<file path="src/rtl/clint_pkg.sv">
// Shared definitions for the core-local interruptor: register offsets, decode, response type.
package clint_pkg;

    // Byte offsets inside the CLINT window
    localparam logic [15:0] CLINT_MSIP        = 16'h0000;
    localparam logic [15:0] CLINT_MTIMECMP_LO = 16'h4000;
    localparam logic [15:0] CLINT_MTIMECMP_HI = 16'h4004;
    localparam logic [15:0] CLINT_MTIME_LO    = 16'hBFF8;
    localparam logic [15:0] CLINT_MTIME_HI    = 16'hBFFC;

    // All-ones compare value keeps the timer interrupt quiet out of reset
    localparam logic [63:0] CLINT_MTIMECMP_RST = 64'hFFFF_FFFF_FFFF_FFFF;

    typedef enum logic [2:0] {
        RegMsip,
        RegCmpLo,
        RegCmpHi,
        RegTimeLo,
        RegTimeHi,
        RegNone
    } clint_reg_e;

    typedef struct packed {
        logic [31:0] rdata;
        logic        err;
    } clint_rsp_t;

    // Map a byte offset to a register; misaligned or unknown offsets give RegNone
    function automatic clint_reg_e clint_decode(input logic [15:0] addr);
        clint_reg_e sel;
        sel = RegNone;
        if (addr[1:0] == 2'b00) begin
            case (addr)
                CLINT_MSIP:        sel = RegMsip;
                CLINT_MTIMECMP_LO: sel = RegCmpLo;
                CLINT_MTIMECMP_HI: sel = RegCmpHi;
                CLINT_MTIME_LO:    sel = RegTimeLo;
                CLINT_MTIME_HI:    sel = RegTimeHi;
                default:           sel = RegNone;
            endcase
        end
        return sel;
    endfunction

    // Byte-granular merge of write data into an existing 32-bit word
    function automatic logic [31:0] clint_merge(input logic [31:0] old_word,
                                                input logic [31:0] wdata,
                                                input logic [3:0]  wstrb);
        logic [31:0] res;
        res = old_word;
        for (int b = 0; b < 4; b++) begin
            if (wstrb[b]) begin
                res[8*b +: 8] = wdata[8*b +: 8];
            end
        end
        return res;
    endfunction

endpackage

</file>
<file path="src/rtl/clint_prescaler.sv">
// Divides the core clock down to a one-cycle mtime tick every TICK_DIV cycles.
module clint_prescaler #(
    parameter int unsigned TICK_DIV = 16
) (
    input  logic clk,
    input  logic rst_n,
    output logic tick
);

    // With TICK_DIV = 1 the terminal count is 0, so the tick is asserted every cycle
    localparam logic [15:0] LAST = 16'(TICK_DIV - 1);

    logic [15:0] cnt_q;
    logic [15:0] cnt_d;

    // Terminal-count detect and wrap
    always_comb begin
        tick  = (cnt_q == LAST);
        cnt_d = tick ? 16'd0 : cnt_q + 16'd1;
    end

    // Prescaler counter
    always_ff @(posedge clk or negedge rst_n) begin
        if (!rst_n) begin
            cnt_q <= 16'd0;
        end else begin
            cnt_q <= cnt_d;
        end
    end

endmodule

</file>
<file path="src/rtl/clint_timer.sv">
// Core-local interruptor: machine timer (mtime/mtimecmp) and software interrupt bit (msip),
// exposed as a single-outstanding bus slave, with registered pending bits for the CSR file.
module clint_timer
    import clint_pkg::*;
#(
    parameter int unsigned TICK_DIV     = 16,
    parameter logic [63:0] MTIMECMP_RST = CLINT_MTIMECMP_RST
) (
    input  logic        clk,
    input  logic        cpurst_n,
    input  logic        req_valid,
    output logic        req_ready,
    input  logic        req_we,
    input  logic [15:0] req_addr,
    input  logic [31:0] req_wdata,
    input  logic [3:0]  req_wstrb,
    output logic        rsp_valid,
    input  logic        rsp_ready,
    output logic [31:0] rsp_rdata,
    output logic        rsp_err,
    output logic        mip_mtip,
    output logic        mip_msip,
    output logic [63:0] mtime_o
);

    logic        tick;
    logic        accept;
    logic        wr_en;
    clint_reg_e  sel;
    logic [31:0] rd_word;
    clint_rsp_t  rsp_d;
    clint_rsp_t  rsp_q;
    logic        rsp_valid_q;

    logic [63:0] mtime_q;
    logic [63:0] mtime_d;
    logic [63:0] mtimecmp_q;
    logic [63:0] mtimecmp_d;
    logic        msip_q;
    logic        msip_d;
    logic        mtip_q;
    logic        msip_pend_q;

    clint_prescaler #(
        .TICK_DIV (TICK_DIV)
    ) u_prescaler (
        .clk   (clk),
        .rst_n (cpurst_n),
        .tick  (tick)
    );

    // Handshake and address decode
    always_comb begin
        req_ready = !rsp_valid_q || rsp_ready;
        accept    = req_valid && req_ready;
        sel       = clint_decode(req_addr);
        // A zero strobe writes nothing, so it must not steal a tick either
        wr_en     = accept && req_we && (sel != RegNone) && (req_wstrb != 4'h0);
    end

    // Read mux on pre-update register values
    always_comb begin
        rd_word = 32'd0;
        case (sel)
            RegMsip:   rd_word = {31'd0, msip_q};
            RegCmpLo:  rd_word = mtimecmp_q[31:0];
            RegCmpHi:  rd_word = mtimecmp_q[63:32];
            RegTimeLo: rd_word = mtime_q[31:0];
            RegTimeHi: rd_word = mtime_q[63:32];
            default:   rd_word = 32'd0;
        endcase
    end

    // Response payload: data only for mapped reads
    always_comb begin
        rsp_d.err   = (sel == RegNone);
        rsp_d.rdata = (req_we || rsp_d.err) ? 32'd0 : rd_word;
    end

    // Register next-state: a write to either mtime half overrides the tick for the whole counter
    always_comb begin
        mtime_d    = tick ? mtime_q + 64'd1 : mtime_q;
        mtimecmp_d = mtimecmp_q;
        msip_d     = msip_q;
        if (wr_en) begin
            case (sel)
                RegMsip: begin
                    if (req_wstrb[0]) begin
                        msip_d = req_wdata[0];
                    end
                end
                RegCmpLo: begin
                    mtimecmp_d = {mtimecmp_q[63:32],
                                  clint_merge(mtimecmp_q[31:0], req_wdata, req_wstrb)};
                end
                RegCmpHi: begin
                    mtimecmp_d = {clint_merge(mtimecmp_q[63:32], req_wdata, req_wstrb),
                                  mtimecmp_q[31:0]};
                end
                RegTimeLo: begin
                    mtime_d = {mtime_q[63:32], clint_merge(mtime_q[31:0], req_wdata, req_wstrb)};
                end
                RegTimeHi: begin
                    mtime_d = {clint_merge(mtime_q[63:32], req_wdata, req_wstrb), mtime_q[31:0]};
                end
                default: ;
            endcase
        end
    end

    // Architectural timer and software-interrupt state
    always_ff @(posedge clk or negedge cpurst_n) begin
        if (!cpurst_n) begin
            mtime_q    <= 64'd0;
            mtimecmp_q <= MTIMECMP_RST;
            msip_q     <= 1'b0;
        end else begin
            mtime_q    <= mtime_d;
            mtimecmp_q <= mtimecmp_d;
            msip_q     <= msip_d;
        end
    end

    // Registered pending bits, compared on current register values (one-cycle lag)
    always_ff @(posedge clk or negedge cpurst_n) begin
        if (!cpurst_n) begin
            mtip_q      <= 1'b0;
            msip_pend_q <= 1'b0;
        end else begin
            mtip_q      <= (mtime_q >= mtimecmp_q);
            msip_pend_q <= msip_q;
        end
    end

    // Response register: loads on accept, holds until consumed
    always_ff @(posedge clk or negedge cpurst_n) begin
        if (!cpurst_n) begin
            rsp_valid_q <= 1'b0;
            rsp_q       <= '0;
        end else if (accept) begin
            rsp_valid_q <= 1'b1;
            rsp_q       <= rsp_d;
        end else if (rsp_ready) begin
            rsp_valid_q <= 1'b0;
        end
    end

    assign rsp_valid = rsp_valid_q;
    assign rsp_rdata = rsp_q.rdata;
    assign rsp_err   = rsp_q.err;
    assign mip_mtip  = mtip_q;
    assign mip_msip  = msip_pend_q;
    assign mtime_o   = mtime_q;

endmodule

</file>
<file path="config.mk">
export PLATFORM = sky130hd
export DESIGN_NAME = clint_timer
export DESIGN_NICKNAME = d
export VERILOG_FILES = /design/src/rtl/clint_pkg.sv /design/src/rtl/clint_prescaler.sv /design/src/rtl/clint_timer.sv
export SDC_FILE = /design/constraint.sdc
export NUM_CORES = 1
export LEC_CHECK = 0
export CAP_MARGIN = 40
export CORE_UTILIZATION = 56
export DETAILED_ROUTE_END_ITERATION = 8
export GPL_TIMING_DRIVEN = 0
export PLACE_DENSITY = 0.82
export SLEW_MARGIN = 5
export SYNTH_ARGS = -nofsm -noshare
export SYNTH_HDL_FRONTEND = slang
export SYNTH_SLANG_ARGS = --single-unit
</file>
<file path="constraint.sdc">
create_clock -name clk -period 3 [get_ports clk]
set_input_delay 0.9 -clock clk [delete_from_list [all_inputs] [get_ports clk]]
set_output_delay 0.9 -clock clk [all_outputs]
set_load 0.05 [all_outputs]
</file>
==> metrics.md <==
| Metric | Value |
|---|---|
| Outcome | finished clean |
| Clock sink total | 181 |
| Area occupied by multi-input gates | 6010 sq um |
| Clock slew at reported path FFs | 70 ps |
| Leakage | 5.39 nW |
| Initial core utilization | 57.6% |
| Worst Setup Start Kind | input pin |
| Max-slew violations | 0 |
| Largest net degree at the start of global routing | 100 |
| Register area share after synthesis | 42.3% |
| N_diodes | 0 |
| Max FO, Critical Path | 10 |
| Horiz. Die Dim | 141 um |
| Origin of the critical flop-to-flop path | u_prescaler.cnt_q[10] |
| Avg Cell Area, Syn | 9.08 sq um |
| Post-Synth Adder-Cell Area | 7.58% |
| Placed cell area | 12800 sq um |
| Rel. slew slack | 36.3% |
| Commonest non-fill, non-tap cells in the layout | nand2_1 (173), clkdlybuf4s50_1 (146), dfrtp_1 (117) |
| Top FF cell, synth | dfrtp_1 |
| Root Buffer | clkbuf_16 |
| Iteration-0 DRC count of the detailed router | 1737 |
| Die height | 141 um |
| Port Buffers | 156 |
| Critical Path Sink Type | flop |
| Post-route insts no fill | 1660 |
| Worst hold path type | input pin to async pin |
| Setup violations, final | 0 |
| Pwr Density | 349 nW/um^2 |
| CTS tree | yes |
| I/O pin count | 158 |
| Worst Tran Pin Value | 946 ps |
| Routability-driven placement congestion ratio | 0.963 |
| Worst-Skew Late Latency | 440 ps |
| Asr flop ratio synth | 100% |
| Crit-path cells | clkdlybuf4s50_1, o41ai_4, or3_4, buf_6, nand3_1, o211ai_1, o311ai_0 |
| #FFs+latches synth | 181 |
| Count of flip-flops with a built-in enable after synthesis | 0 |
| Post-synthesis compound-gate area fraction | 20.5% |
| Drt wl/cell | 22.8 um |
| Cell count after placement | 1616 |
| Storage cell area | 4610 sq um |
| Die area | 20000 sq um |
| Final Cycle Share | 99.4% |
| Post-DR vias/cell | 6.72 |
| Mux contribution to synthesized area | 3.40% |
| Share of layout cells above drive strength 1 | 15.6% |
| Peak Freq | 335 MHz |
| Setup crit start | req_wstrb[2] |
| Syn Nets | 1322 |
| Synth-to-layout area growth | 26.5% |
| CP max stage delay | 610 ps |
| Required time of the worst setup path | 3290 ps |
| Finished Cell Area | 13800 sq um |
| Number of nets in the layout | 1510 |
| Warnings from Yosys | 0 |
| First-pass GRT wire length | 58.0 mm |
| Vias in the first global route | 10.3k |
| Fill cells | 1442 |
| Worst-case clock buffer depth | 2 |
| Initial antenna violation count | 0 |
| Fin. Hold Viols | 0 |
| Mapped Cells | 1199 |
| Max VDD drop | 413 uV |
| Largest family of logic cells by synthesized area | simple AND/OR/NAND/NOR gates |
| H-tree Lvls | 4 |
| Min Tclk post-route | 2980 ps |
| Post-Synth XOR/XNOR Area | 1.37% |
| Final core occ | 73.0% |
| Drt first pass iters | 7 |
| DRC | 0 |
| Final WL | 37.9 mm |
| Final ANT Viol Nets | 0 |
| Post-Synth Simple-Gate Area | 20.5% |
| Row count | 50 |
| Total number of vias | 11.1k |
| Mapped Area | 10900 sq um |
| HPWL Detailed | 27.1 mm |
| TritonCTS buffer count | 17 |
| Max-cap check violation count | 0 |
| Cell variety after synth | 69 |
| WS Path Type | input pin to flop |
| Core Footprint | 18900 sq um |
| Total track usage | 38.2% |
| Commonest non-fill, non-tap cell in the layout | nand2_1 |
| Post-Route Skew | 8.32 ps |
| CP max-delay cell | clkdlybuf4s50_1 |
| WP data arrival | 3270 ps |
| Gr ovfl total | 0 |
-- worst max-delay path, delay by kind of cell --
| kind | cells | cell delay [ps] |
|---|---|---|
| and+or+nand+nor | 2 | 540 |
| buffers and inverters | 2 | 800 |
| AOI/OAI and AO/OA | 3 | 1020 |
-- path summary, 6_finish.rpt --
path                                        to  slack, ps  cells after the start
worst min register to register        mip_msip        450                      0
worst max register to register     mtime_o[35]         90                      7
min in group clk                      mip_msip        450                      0
worst max-delay path               mtime_o[20]         20                      7
worst min-delay path              rsp_rdata[5]        430                      1
max in group asynchronous       mtimecmp_q[55]       1620                      2
-- what timing repair did --
item,CTS,global route
gates resized for setup,53,48
hold endpoints to repair,0,0
setup endpoints to repair,132,143
pin swaps,6,10
hold buffers,0,0
cloned,0,1
buffers inserted,7,6
-- area by class of cell --
cell class              count  area share (%)
clock buffers              21            3.27
multi-input cells         895            43.6
repair buffers            171            12.8
well taps                 260            2.36
clock inverters            11           0.590
plain buffers              45            1.88
inverters                  76            2.07
flip-flops and latches    181            33.4
-- registers in the layout, summed over array words and instances, names as in the netlist --
register	count
rsp_err	1
msip_q	1
rsp_valid	1
mip_msip	1
u_prescaler.cnt_q	16
mtimecmp_q	64
rsp_rdata	32
mip_mtip	1
mtime_o	64
-- synthesized netlist by cell type, types with 4 or more instances --
master,n,area (sq um)
a22o_1,32,280
nand4_1,33,206
or3_1,6,37.5
buf_2,6,30.0
o31ai_1,5,37.5
and4_1,11,96.3
inv_1,76,285
nand3_1,43,215
nor2_1,78,293
o21a_1,4,30.0
nand2_1,176,661
nor2b_1,5,31.3
a211oi_1,27,203
and2_1,9,56.3
a311oi_1,13,114
a211o_1,4,35.0
o22ai_1,4,25.0
xor2_1,7,61.3
xnor2_1,10,87.6
ha_1,66,826
o21ai_0,93,465
o311ai_0,12,105
nor3_1,27,135
o41ai_1,4,35.0
clkbuf_1,39,146
mux2_2,32,360
o211ai_1,16,120
a21oi_1,51,255
a221oi_1,33,289
dfrtp_1,117,2930
dfstp_2,64,1680
and3_1,25,156
nor4_1,17,106
-- power breakdown --
part | leakage (nW) | switching [W] | internal (W)
Combinational | 3.02 | 0.000174 | 0.0000871
Clock | 0.253 | 0.00101 | 0.00108
Sequential | 2.11 | 0.00000176 | 0.00245
-- routing by layer --
layer | up-vias | GRT usage (%) | share of wire (%)
li1 | 4853 | - | -
met1 | 5318 | 51.8 | 39
met2 | 815 | 58.5 | 44
met3 | 162 | 8.98 | 12
met4 | 0 | 17.0 | 4.8
met5 | - | 0 | 0
-- kinds of logic (layout without fill, tap and decap cells) --
group                    Yosys count  after routing
AND/OR/NAND/NOR                  455            455
AO/OA/AOI/OAI                    324            324
flip-flops                       181            181
buffers and inverters            123            324
adder cells (fa/ha/maj)           66             66
multiplexers                      33             33
XOR/XNOR                          17             17
-- metrics by stage --
| step | setup WS (ps) | hold slack [ps] | TNS, ps | power [W] |
|---|---|---|---|---|
| floorplan | 27.1 | 370 | 0 | 0.00255 |
| global placement | -6520 | 428 | -1129730 | 0.00273 |
| detailed placement | -894 | 435 | -107670 | 0.00274 |
| CTS | -166 | 453 | -3590 | 0.00479 |
| global route | -39.7 | 454 | -70.0 | 0.00492 |
| finish | 16.7 | 427 | 0 | 0.00480 |
(Power assumes the default switching activity.)
